<file path="config.mk">
export PLATFORM = sky130hd
export DESIGN_NAME = rr_arbiter_4
export DESIGN_NICKNAME = d
export VERILOG_FILES = /design/src/rtl/rr_arbiter_4.sv
export SDC_FILE = /design/constraint.sdc
export NUM_CORES = 1
export LEC_CHECK = 0
export ABC_CLOCK_PERIOD_IN_PS = 3700
export BUFFER_PORTS_ARGS = -buffer_cell sky130_fd_sc_hd__buf_4
export CAP_MARGIN = 10
export CORE_MARGIN = 2
export CORE_UTILIZATION = 45
export CTS_CLUSTER_DIAMETER = 30
export DETAILED_ROUTE_END_ITERATION = 12
export GPL_ROUTABILITY_DRIVEN = 0
export PLACE_DENSITY = 0.63
export REMOVE_ABC_BUFFERS = 1
export SYNTH_ARGS = -nofsm -noshare
export SYNTH_HDL_FRONTEND = slang
export SYNTH_SLANG_ARGS = --single-unit
</file>
<file path="constraint.sdc">
create_clock -name i_clk -period 3.7 [get_ports i_clk]
set_input_delay 0.185 -clock i_clk [delete_from_list [all_inputs] [get_ports i_clk]]
set_output_delay 0.185 -clock i_clk [all_outputs]
set_load 0.01 [all_outputs]
</file>
<file path="src/rtl/rr_arbiter_4.sv">
// rr_arbiter_4
// ------------------------------------------------------------------------
// Four-channel round-robin arbiter with a registered one-hot grant.
// A rotating priority pointer selects the first requesting channel at or
// after the pointer. A grant is held until the owner releases it (done, or
// its request drops) or until it has been asserted for TIMEOUT cycles.
// Every release is followed by at least one idle cycle with grant == 0000.
//
// Ports:
//   i_clk      rising-edge clock
//   i_rst_n    asynchronous active-low reset
//   i_req      per-channel level request, bit i = channel i
//   i_done     release strobe from the current owner, only looked at in GRANT
//   o_grant    registered grant, always 0000 or one-hot
//   o_valid    high exactly when o_grant != 0000
//   o_timeout  one-cycle pulse in the first idle cycle after a forced release
// ------------------------------------------------------------------------
module rr_arbiter_4 #(
    parameter int TIMEOUT = 8,
    parameter int CNT_W   = 4
) (
    input  logic       i_clk,
    input  logic       i_rst_n,
    input  logic [3:0] i_req,
    input  logic       i_done,
    output logic [3:0] o_grant,
    output logic       o_valid,
    output logic       o_timeout
);

    typedef enum logic {
        IDLE  = 1'b0,
        GRANT = 1'b1
    } state_t;

    state_t             r_state;
    logic [1:0]         r_ptr;
    logic [1:0]         r_owner;
    logic [CNT_W-1:0]   r_count;
    logic [3:0]         r_grant;
    logic               r_valid;
    logic               r_timeout;

    logic               w_found;
    logic [1:0]         w_pick;
    logic               w_release;
    logic               w_expired;

    // Priority search: walk ptr, ptr+1, ptr+2, ptr+3 (2-bit wrap) and take
    // the first requesting channel.
    always_comb begin
        w_found = 1'b0;
        w_pick  = r_ptr;
        for (int k = 0; k < 4; k++) begin
            if (!w_found && i_req[r_ptr + 2'(k)]) begin
                w_found = 1'b1;
                w_pick  = r_ptr + 2'(k);
            end
        end
    end

    // An owner release wins over an expiring hold, so a simultaneous done
    // and last-allowed cycle never raises timeout.
    assign w_release = i_done || !i_req[r_owner];
    assign w_expired = (r_count == CNT_W'(TIMEOUT - 1));

    // Single FSM with every output registered. The count holds the number of
    // grant cycles already completed minus one, so reaching TIMEOUT-1 at an
    // edge means the grant has been up for TIMEOUT cycles.
    always_ff @(posedge i_clk or negedge i_rst_n) begin
        if (!i_rst_n) begin
            r_state   <= IDLE;
            r_ptr     <= 2'd0;
            r_owner   <= 2'd0;
            r_count   <= '0;
            r_grant   <= 4'b0000;
            r_valid   <= 1'b0;
            r_timeout <= 1'b0;
        end else begin
            case (r_state)
                IDLE: begin
                    r_timeout <= 1'b0;
                    r_count   <= '0;
                    if (w_found) begin
                        r_grant <= 4'b0001 << w_pick;
                        r_valid <= 1'b1;
                        r_owner <= w_pick;
                        r_state <= GRANT;
                    end else begin
                        r_grant <= 4'b0000;
                        r_valid <= 1'b0;
                    end
                end
                GRANT: begin
                    if (w_release || w_expired) begin
                        r_grant   <= 4'b0000;
                        r_valid   <= 1'b0;
                        r_timeout <= !w_release;
                        r_ptr     <= r_owner + 2'd1;
                        r_count   <= '0;
                        r_state   <= IDLE;
                    end else begin
                        r_count   <= r_count + CNT_W'(1);
                        r_timeout <= 1'b0;
                    end
                end
                default: begin
                    r_state   <= IDLE;
                    r_grant   <= 4'b0000;
                    r_valid   <= 1'b0;
                    r_timeout <= 1'b0;
                end
            endcase
        end
    end

    assign o_grant   = r_grant;
    assign o_valid   = r_valid;
    assign o_timeout = r_timeout;

endmodule

</file>
==> results.py, run 1 <==
metrics = {
    "clocking": {
        "cts.sinks": 15,
        "numCtsBuffers": 3,
        "clkSlewWorstSetupHoldPaths_ns": 0.09,
        "clockRootBuffer": "clkbuf_4",
        "tritoncts": "done",
        "clkLatencyLatePin_ns": 0.29,
        "h-tree-depth": 1,
        "max-clock-path-buffers": 2,
        "cts_setup_buffers": 0,
    },
    "placement": {
        "place_ws_ns": 2.242,
        "numPortBuffers": 12,
    },
    "global_route": {
        "first_global_vias": 497,
        "antenna_found_initial": 0,
        "grt-ovfl-total": 0,
        "grt_start_max_net_pins": 16,
        "grt_pass1_wl_mm": 2.270,
        "gr-usage-all-layers": 0.1603,
    },
    "floorplanning": {
        "rows": 14,
        "die_w_microns": 45.35,
        "die_area_sq_um": 2057,
        "core-area_sq_um": 1559,
        "pin_count": 13,
        "initial_core_util": 0.4936,
        "die_y_microns": 45.35,
    },
    "worst_hold_path": {
        "hold_path.class": "in -> async",
    },
    "layout": {
        "drive_above_1_share": 0.2184,
        "layout_commonest_cell": "dfrtp_1",
        "multiInputGateArea_sq_um": 371.6,
        "layout_common_cells": "15 x dfrtp_1, 12 x buf_4, 5 x nand2b_1, 5 x nor2_1",
        "area_delta_synth_final_pct": 17.07,
        "seqCellArea_sq_um": 375.4,
        "layout.nets": 96,
        "diodes": 0,
        "n_fill_cell": 130,
    },
    "routing": {
        "drc": 0,
        "wirelength_mm": 1.395,
        "final_antenna_net_count": 0,
        "wl_per_cell_microns": 13.54,
        "vias_per_cell": 5.515,
        "drtIter0Drc": 10,
        "dr.pass1.iters": 4,
        "vias": 568,
    },
    "pwr": {
        "p_leak_nw": 0.4216,
        "power.density_nw_per_um2": 675.4,
        "power.total_mw": 0.6085,
        "ir_worst_vdd_v": 0.0003180,
    },
    "synth": {
        "yosysSeqAreaShare": 0.4878,
        "synth.distinct_cells": 34,
        "synth_top_family_by_area": "simple AND/OR/NAND/NOR gates",
        "synth-xor-area-share": 0.03415,
        "netlist_area_sq_um": 769.5,
        "synthMuxAreaShare": 0.06829,
        "synth-compound-area-share": 0.1805,
        "yosys.area_share.simple": 0.1837,
        "synth_fa_ha_area_frac": 0.01626,
        "synth.avg_cell_area_sq_um": 10.69,
        "synthCells": 72,
        "ys_ff_latch": 15,
        "ys_warn_count": 0,
    },
    "timing": {
        "finalSetupTns_ns": 0,
        "min_period_ns": 1.450,
        "rsz0062_at_grt": "false",
        "worstMarginPinSlew_ns": 0.3129,
        "fmax_ghz": 0.6895,
        "finalSetupViolCount": 0,
        "fin_crit_sh": 0.3920,
        "maxSlewHeadroom": 0.7894,
        "drv_slew": 0,
        "finalClockSkew_ns": 0.007500,
        "fin_ws_ns": 2.250,
        "hold_violations": 0,
    },
    "worst_setup_path": {
        "required_ns": 3.88,
        "criticalPathCategory": "reg -> reg",
        "endpoint_kind": "flop",
        "critPathTopFamily": "multiplexers",
        "crit_path_top_delay_cell": "dfrtp_1",
        "path_buf_inv": 0,
        "cp.arrival_ns": 1.63,
        "startpoint_type": "flop",
        "cpPeakStageDelay_ns": 0.44,
        "path_cells": "mux2i_1, o22ai_2, a21boi_2, mux2_1",
        "cp_max_fo": 4,
    },
    "run_status": {
        "status": "complete, no violations",
    },
    "flow_run": {
        "maxCapViolCount": 0,
    },
}
==> registers in the layout (all words and copies together), names as in the netlist <==
| register | cells |
|---|---|
| r_count | 4 |
| r_ptr | 2 |
| r_owner | 2 |
| r_state | 1 |
| o_grant | 4 |
| o_valid | 1 |
| o_timeout | 1 |
==> power breakdown <==
| part | total (mW) | switching, mW | internal [mW] |
|---|---|---|---|
| clock | 0.0933 | 0.0513 | 0.0419 |
| sequential | 0.281 | 0.0618 | 0.219 |
| combinational | 0.234 | 0.110 | 0.124 |
| total | 0.608 | 0.223 | 0.386 |
==> path summary, 6_finish.rpt <==
kind	endpoint	slack, ns	depth (start not counted)	startpoint
worst max-delay path	r_ptr[1]	2.25	4	r_owner[1]
min in group i_clk	r_owner[1]	0.29	4	i_req[1]
worst min-delay path	r_count[1]	0.28	2	i_rst_n
worst max register to register	r_ptr[1]	2.25	4	r_owner[1]
max in group asynchronous	o_grant[0]	3.24	2	i_rst_n
worst min register to register	o_valid	0.49	1	o_valid
==> cell usage after synthesis <==
| cell | count | share of area |
|---|---|---|
| and2b_1 | 1 | 0.0098 |
| mux2_2 | 1 | 0.015 |
| dfrtp_1 | 15 | 0.49 |
| and2_1 | 2 | 0.016 |
| buf_6 | 1 | 0.015 |
| xnor2_1 | 2 | 0.023 |
| a21boi_0 | 1 | 0.0098 |
| nand2b_1 | 5 | 0.041 |
| o21ai_1 | 2 | 0.013 |
| or2_0 | 1 | 0.0081 |
| nand3_1 | 1 | 0.0065 |
| nand2_1 | 4 | 0.020 |
| and3_1 | 1 | 0.0081 |
| nor2_1 | 5 | 0.024 |
| nor4_1 | 1 | 0.0081 |
| o221ai_1 | 1 | 0.011 |
| a22oi_1 | 1 | 0.0098 |
| nor2b_1 | 2 | 0.016 |
| o211ai_1 | 1 | 0.0098 |
| o2bb2ai_1 | 4 | 0.046 |
| a21oi_1 | 2 | 0.013 |
| o221a_2 | 1 | 0.015 |
| mux2_1 | 1 | 0.015 |
| a21o_1 | 1 | 0.0098 |
| xor2_1 | 1 | 0.011 |
| o21ai_0 | 2 | 0.013 |
| nand3b_1 | 1 | 0.0098 |
| inv_1 | 2 | 0.0098 |
| clkbuf_1 | 1 | 0.0049 |
| ha_1 | 1 | 0.016 |
| o22ai_2 | 1 | 0.016 |
| mux2i_1 | 3 | 0.039 |
| or2_1 | 2 | 0.016 |
| a21boi_2 | 1 | 0.015 |
==> cell families (layout without fill, tap and decap cells) <==
family	after synthesis	after routing
flops	15	15
buf+inv	4	19
mux	5	5
simple gates	26	26
xor+xnor	3	3
compound gates	18	18
fa+ha+maj	1	1
==> cell type report <==
| type | instances | share of cell area |
|---|---|---|
| inverters | 2 | 0.008333 |
| flip-flops and latches | 15 | 0.4167 |
| multi-input cells | 53 | 0.4125 |
| repair buffers | 13 | 0.1111 |
| well taps | 16 | 0.02222 |
| clock buffers | 4 | 0.02917 |
==> metal layers <==
layer / track usage / vias to the layer above / part of all wire
li1: - / 284 / -
met1: 0.2214 / 269 / 0.53
met2: 0.2143 / 12 / 0.42
met3: 0.06000 / 3 / 0.041
met4: 0.08824 / 0 / 0.017
met5: 0 / - / 0
==> metrics by stage <==
stage | hold WS, ns | area, sq um | std cells | util
2_1_floorplan | -0.1106 | 754.5 | 70 | -
3_3_place_gp | 0.04588 | 864.6 | 98 | 0.5546
3_5_place_dp | 0.04730 | 864.6 | 98 | 0.5546
4_1_cts | 0.2718 | 900.9 | 103 | 0.5778
5_1_grt | 0.2925 | 900.9 | 103 | 0.5778
6_report | 0.2771 | 900.9 | 103 | 0.5778
==> timing repair <==
item,4_1_cts,5_1_grt
endpoints found under the hold margin,15,0
setup endpoints to repair,0,0
hold buffers,1,0
gates resized for setup,0,0
(Power assumes the default switching activity.)
==> run 2: changes to the inputs <==
ABC_AREA = 1   (was unset)
ABC_CLOCK_PERIOD_IN_PS = 1200   (was 3700)
PLACE_DENSITY = 0.64   (was 0.63)
clock period = 1.2 ns   (was 3.7 ns; I/O delays follow)
==> run 2 against run 1 <==
Against the previous run: the run now ends with negative setup slack left; die area rose by 38%; fmax is 10% lower; clock skew increased by 0.0026 ns; design area grew 94%; worst setup slack got worse by 2.7 ns; sequential share of layout area down 20 points; largest power group is now combinational logic.
==> results.py, run 2 <==
metrics = {
    "pwr": {
        "power_frac_clock": 0.056,
        "swShare": 0.5215,
        "comb_power_share": 0.773,
        "ir_worst_vdd_v": 0.002052,
        "internal_power_mw": 2.435,
        "power.density_nw_per_um2": 2911,
        "p_leak_nw": 0.8715,
        "power.switching_mw": 2.654,
        "p_seq_frac": 0.171,
    },
    "worst_setup_path": {
        "regToRegStartpoint": "r_ptr[0]",
        "r2r_setup_slack_ns": -0.41,
        "endpoint_kind": "flop",
        "critPathTopFamily": "simple AND/OR/NAND/NOR gates",
        "criticalPathCategory": "reg -> reg",
        "path_cells": "clkinv_4, nand2_1, nand2_4, nand2_4, nand2_8, nor2_4, nand3_2, nand2_4, buf_6, a21oi_1",
        "cp.arrival_ns": 1.79,
        "required_ns": 1.38,
        "r2r_cells": 10,
        "path_buf_inv": 2,
        "cpPeakStageDelay_ns": 0.49,
        "cp_max_fo": 7,
        "rr_endpoint": "r_owner[0]",
        "crit_path_top_delay_cell": "dfrtp_2",
        "startpoint_type": "flop",
        "path_common_cell": "nand2_4",
    },
    "placement": {
        "place_ws_ns": -0.4144,
        "place_inst": 214,
        "dpl.hpwl_mm": 1.936,
        "numPortBuffers": 12,
        "postPlaceCellArea_sq_um": 1336,
    },
    "floorplanning": {
        "die_y_microns": 53.33,
        "die_area_sq_um": 2844,
        "core-area_sq_um": 2255,
        "initial_core_util": 0.4856,
        "die_w_microns": 53.33,
        "pin_count": 13,
        "rows": 17,
    },
    "synth": {
        "synth_top_area_frac": 0.3429,
        "synth.avg_cell_area_sq_um": 6.929,
        "synth-async-reset-ratio": 1.000,
        "netlist_area_sq_um": 1095,
        "synth-compound-area-share": 0.03657,
        "synth_top_area_cell": "dfrtp_1",
        "synth_top_family_by_area": "simple AND/OR/NAND/NOR gates",
        "synthCells": 158,
        "yosysMostFrequentCell": "nand2_1",
        "ys_ff_latch": 15,
        "synth-edff-count": 0,
        "synth-xor-area-share": 0.01600,
        "ys_warn_count": 0,
        "synthFlopType": "dfrtp_1",
        "yosysSeqAreaShare": 0.3429,
        "synth_fa_ha_area_frac": 0.01143,
        "synthMuxAreaShare": 0,
        "yosys.area_share.simple": 0.5154,
        "synth.area.top_cells": "dfrtp_1 34%, nand2_1 23%, nand3_1 8.7%",
        "synth.distinct_cells": 23,
        "synthTopCellsByCount": "66 x nand2_1, 19 x nand3_1, 15 x dfrtp_1",
    },
    "global_route": {
        "grt_start_max_net_pins": 16,
        "grt_pass1_wl_mm": 4.629,
        "grt-ovfl-total": 0,
        "antenna_found_initial": 0,
        "first_global_vias": 1087,
        "gr-usage-all-layers": 0.2204,
    },
    "timing": {
        "fin_crit_sh": 1.346,
        "finalClockSkew_ns": 0.01008,
        "min_period_ns": 1.615,
        "drv_slew": 0,
        "finalSetupTns_ns": -4.249,
        "hold_violations": 0,
        "maxSlewHeadroom": 0.8196,
        "rsz0062_at_grt": "true",
        "fin_ws_ns": -0.4148,
        "worstMarginPinSlew_ns": 0.2703,
        "finalSetupViolCount": 14,
        "fmax_ghz": 0.6193,
    },
    "clocking": {
        "numCtsBuffers": 3,
        "tritoncts": "done",
        "cts.sinks": 15,
        "h-tree-depth": 1,
        "clkSlewWorstSetupHoldPaths_ns": 0.10,
        "max-clock-path-buffers": 2,
        "clkLatencyLatePin_ns": 0.28,
        "clockRootBuffer": "clkbuf_4",
    },
    "worst_hold_path": {
        "hold_path.class": "in -> async",
    },
    "run_status": {
        "violations": "negative setup slack",
        "status": "finished, violations left",
    },
    "routing": {
        "wirelength_mm": 3.029,
        "vias_per_cell": 5.237,
        "wl_per_cell_microns": 13.52,
        "final_antenna_net_count": 0,
        "vias": 1173,
        "drc": 0,
        "dr.pass1.iters": 4,
        "drtIter0Drc": 29,
    },
    "layout": {
        "post-route-util": 0.7753,
        "area_delta_synth_final_pct": 59.66,
        "layout.nets": 205,
        "layout_common_cells": "31 x nand2_2, 27 x nand2_1, 26 x buf_4",
        "final_cells": 224,
        "fin_area_sq_um": 1748,
        "drive_above_1_share": 0.6122,
        "layout_commonest_cell": "nand2_2",
        "diodes": 0,
    },
    "flow_run": {
        "maxCapViolCount": 0,
    },
}
## run 2: cell count changes in the layout (fill, tap and decap cells not counted), sizes merged, moves of 4 or more
cell,delta
buf,+22
inv,+13
nand2,+71
nand2b,-5
nand3,+22
nor2,+7
o2bb2ai,-4
## run 2: final cells by class
type                    count  area (sq um)
flip-flops and latches     15         380.4
multi-input cells         125         918.4
inverters                  15         66.31
repair inverters            1         6.256
clock buffers               3         22.52
fillers                   159         506.7
well taps                  28         35.03
clock inverters             1         5.005
repair buffers             36         314.1
## run 2: cell families (layout without fill, tap and decap cells)
kind of cell | after synthesis | after routing
AND/OR/NAND/NOR | 114 | 114
buffers and inverters | 18 | 56
flip-flops | 15 | 15
AO/OA/AOI/OAI | 8 | 8
XOR/XNOR | 2 | 2
adder cells (fa/ha/maj) | 1 | 1
## run 2: stage by stage
stage / hold slack, ns / total power, mW
after floorplan: -0.2356 / 2.562
after global placement: -0.07890 / 3.417
after detailed placement: -0.07785 / 3.479
after CTS: 0.1576 / 4.052
after global routing: 0.1676 / 5.456
final: 0.1546 / 5.089
## run 2: per-layer routing
metal / track usage / vias to the layer above / wire length (microns)
met5: 0 / - / 0
met4: 0.04701 / 0 / 69
met3: 0.02825 / 10 / 98
met2: 0.4074 / 28 / 1573
met1: 0.2681 / 556 / 1288
li1: - / 579 / -
## run 2: worst max-delay path by stage
stage	from	depth (start not counted)	slack [ns]	end
CTS	r_ptr[0]	11	-0.36	o_grant[2]
finish	r_ptr[0]	10	-0.41	r_owner[0]
global route	r_ptr[0]	11	-0.52	o_grant[0]
global placement	r_ptr[0]	12	-0.40	o_grant[0]
floorplan	r_ptr[0]	11	-0.43	o_grant[1]
detailed placement	r_ptr[0]	12	-0.41	o_grant[0]
## run 2: repair_timing
action                                 4_1_cts  5_1_grt
gates cloned                                 0        1
resized for setup                           25       72
buffers inserted                             0        3
pin swaps                                   17       29
hold buffers                                 2        0
setup endpoints to repair                   14       15
endpoints found under the hold margin       16        0
## run 2: power by group through the flow
stage	clock network, mW	registers, mW	logic (mW)
finish	0.283	0.869	3.94
global route	0.320	0.892	4.24
CTS	0.290	0.827	2.94
detailed placement	0	0.811	2.67
global placement	0	0.799	2.62
floorplan	0	0.858	1.70
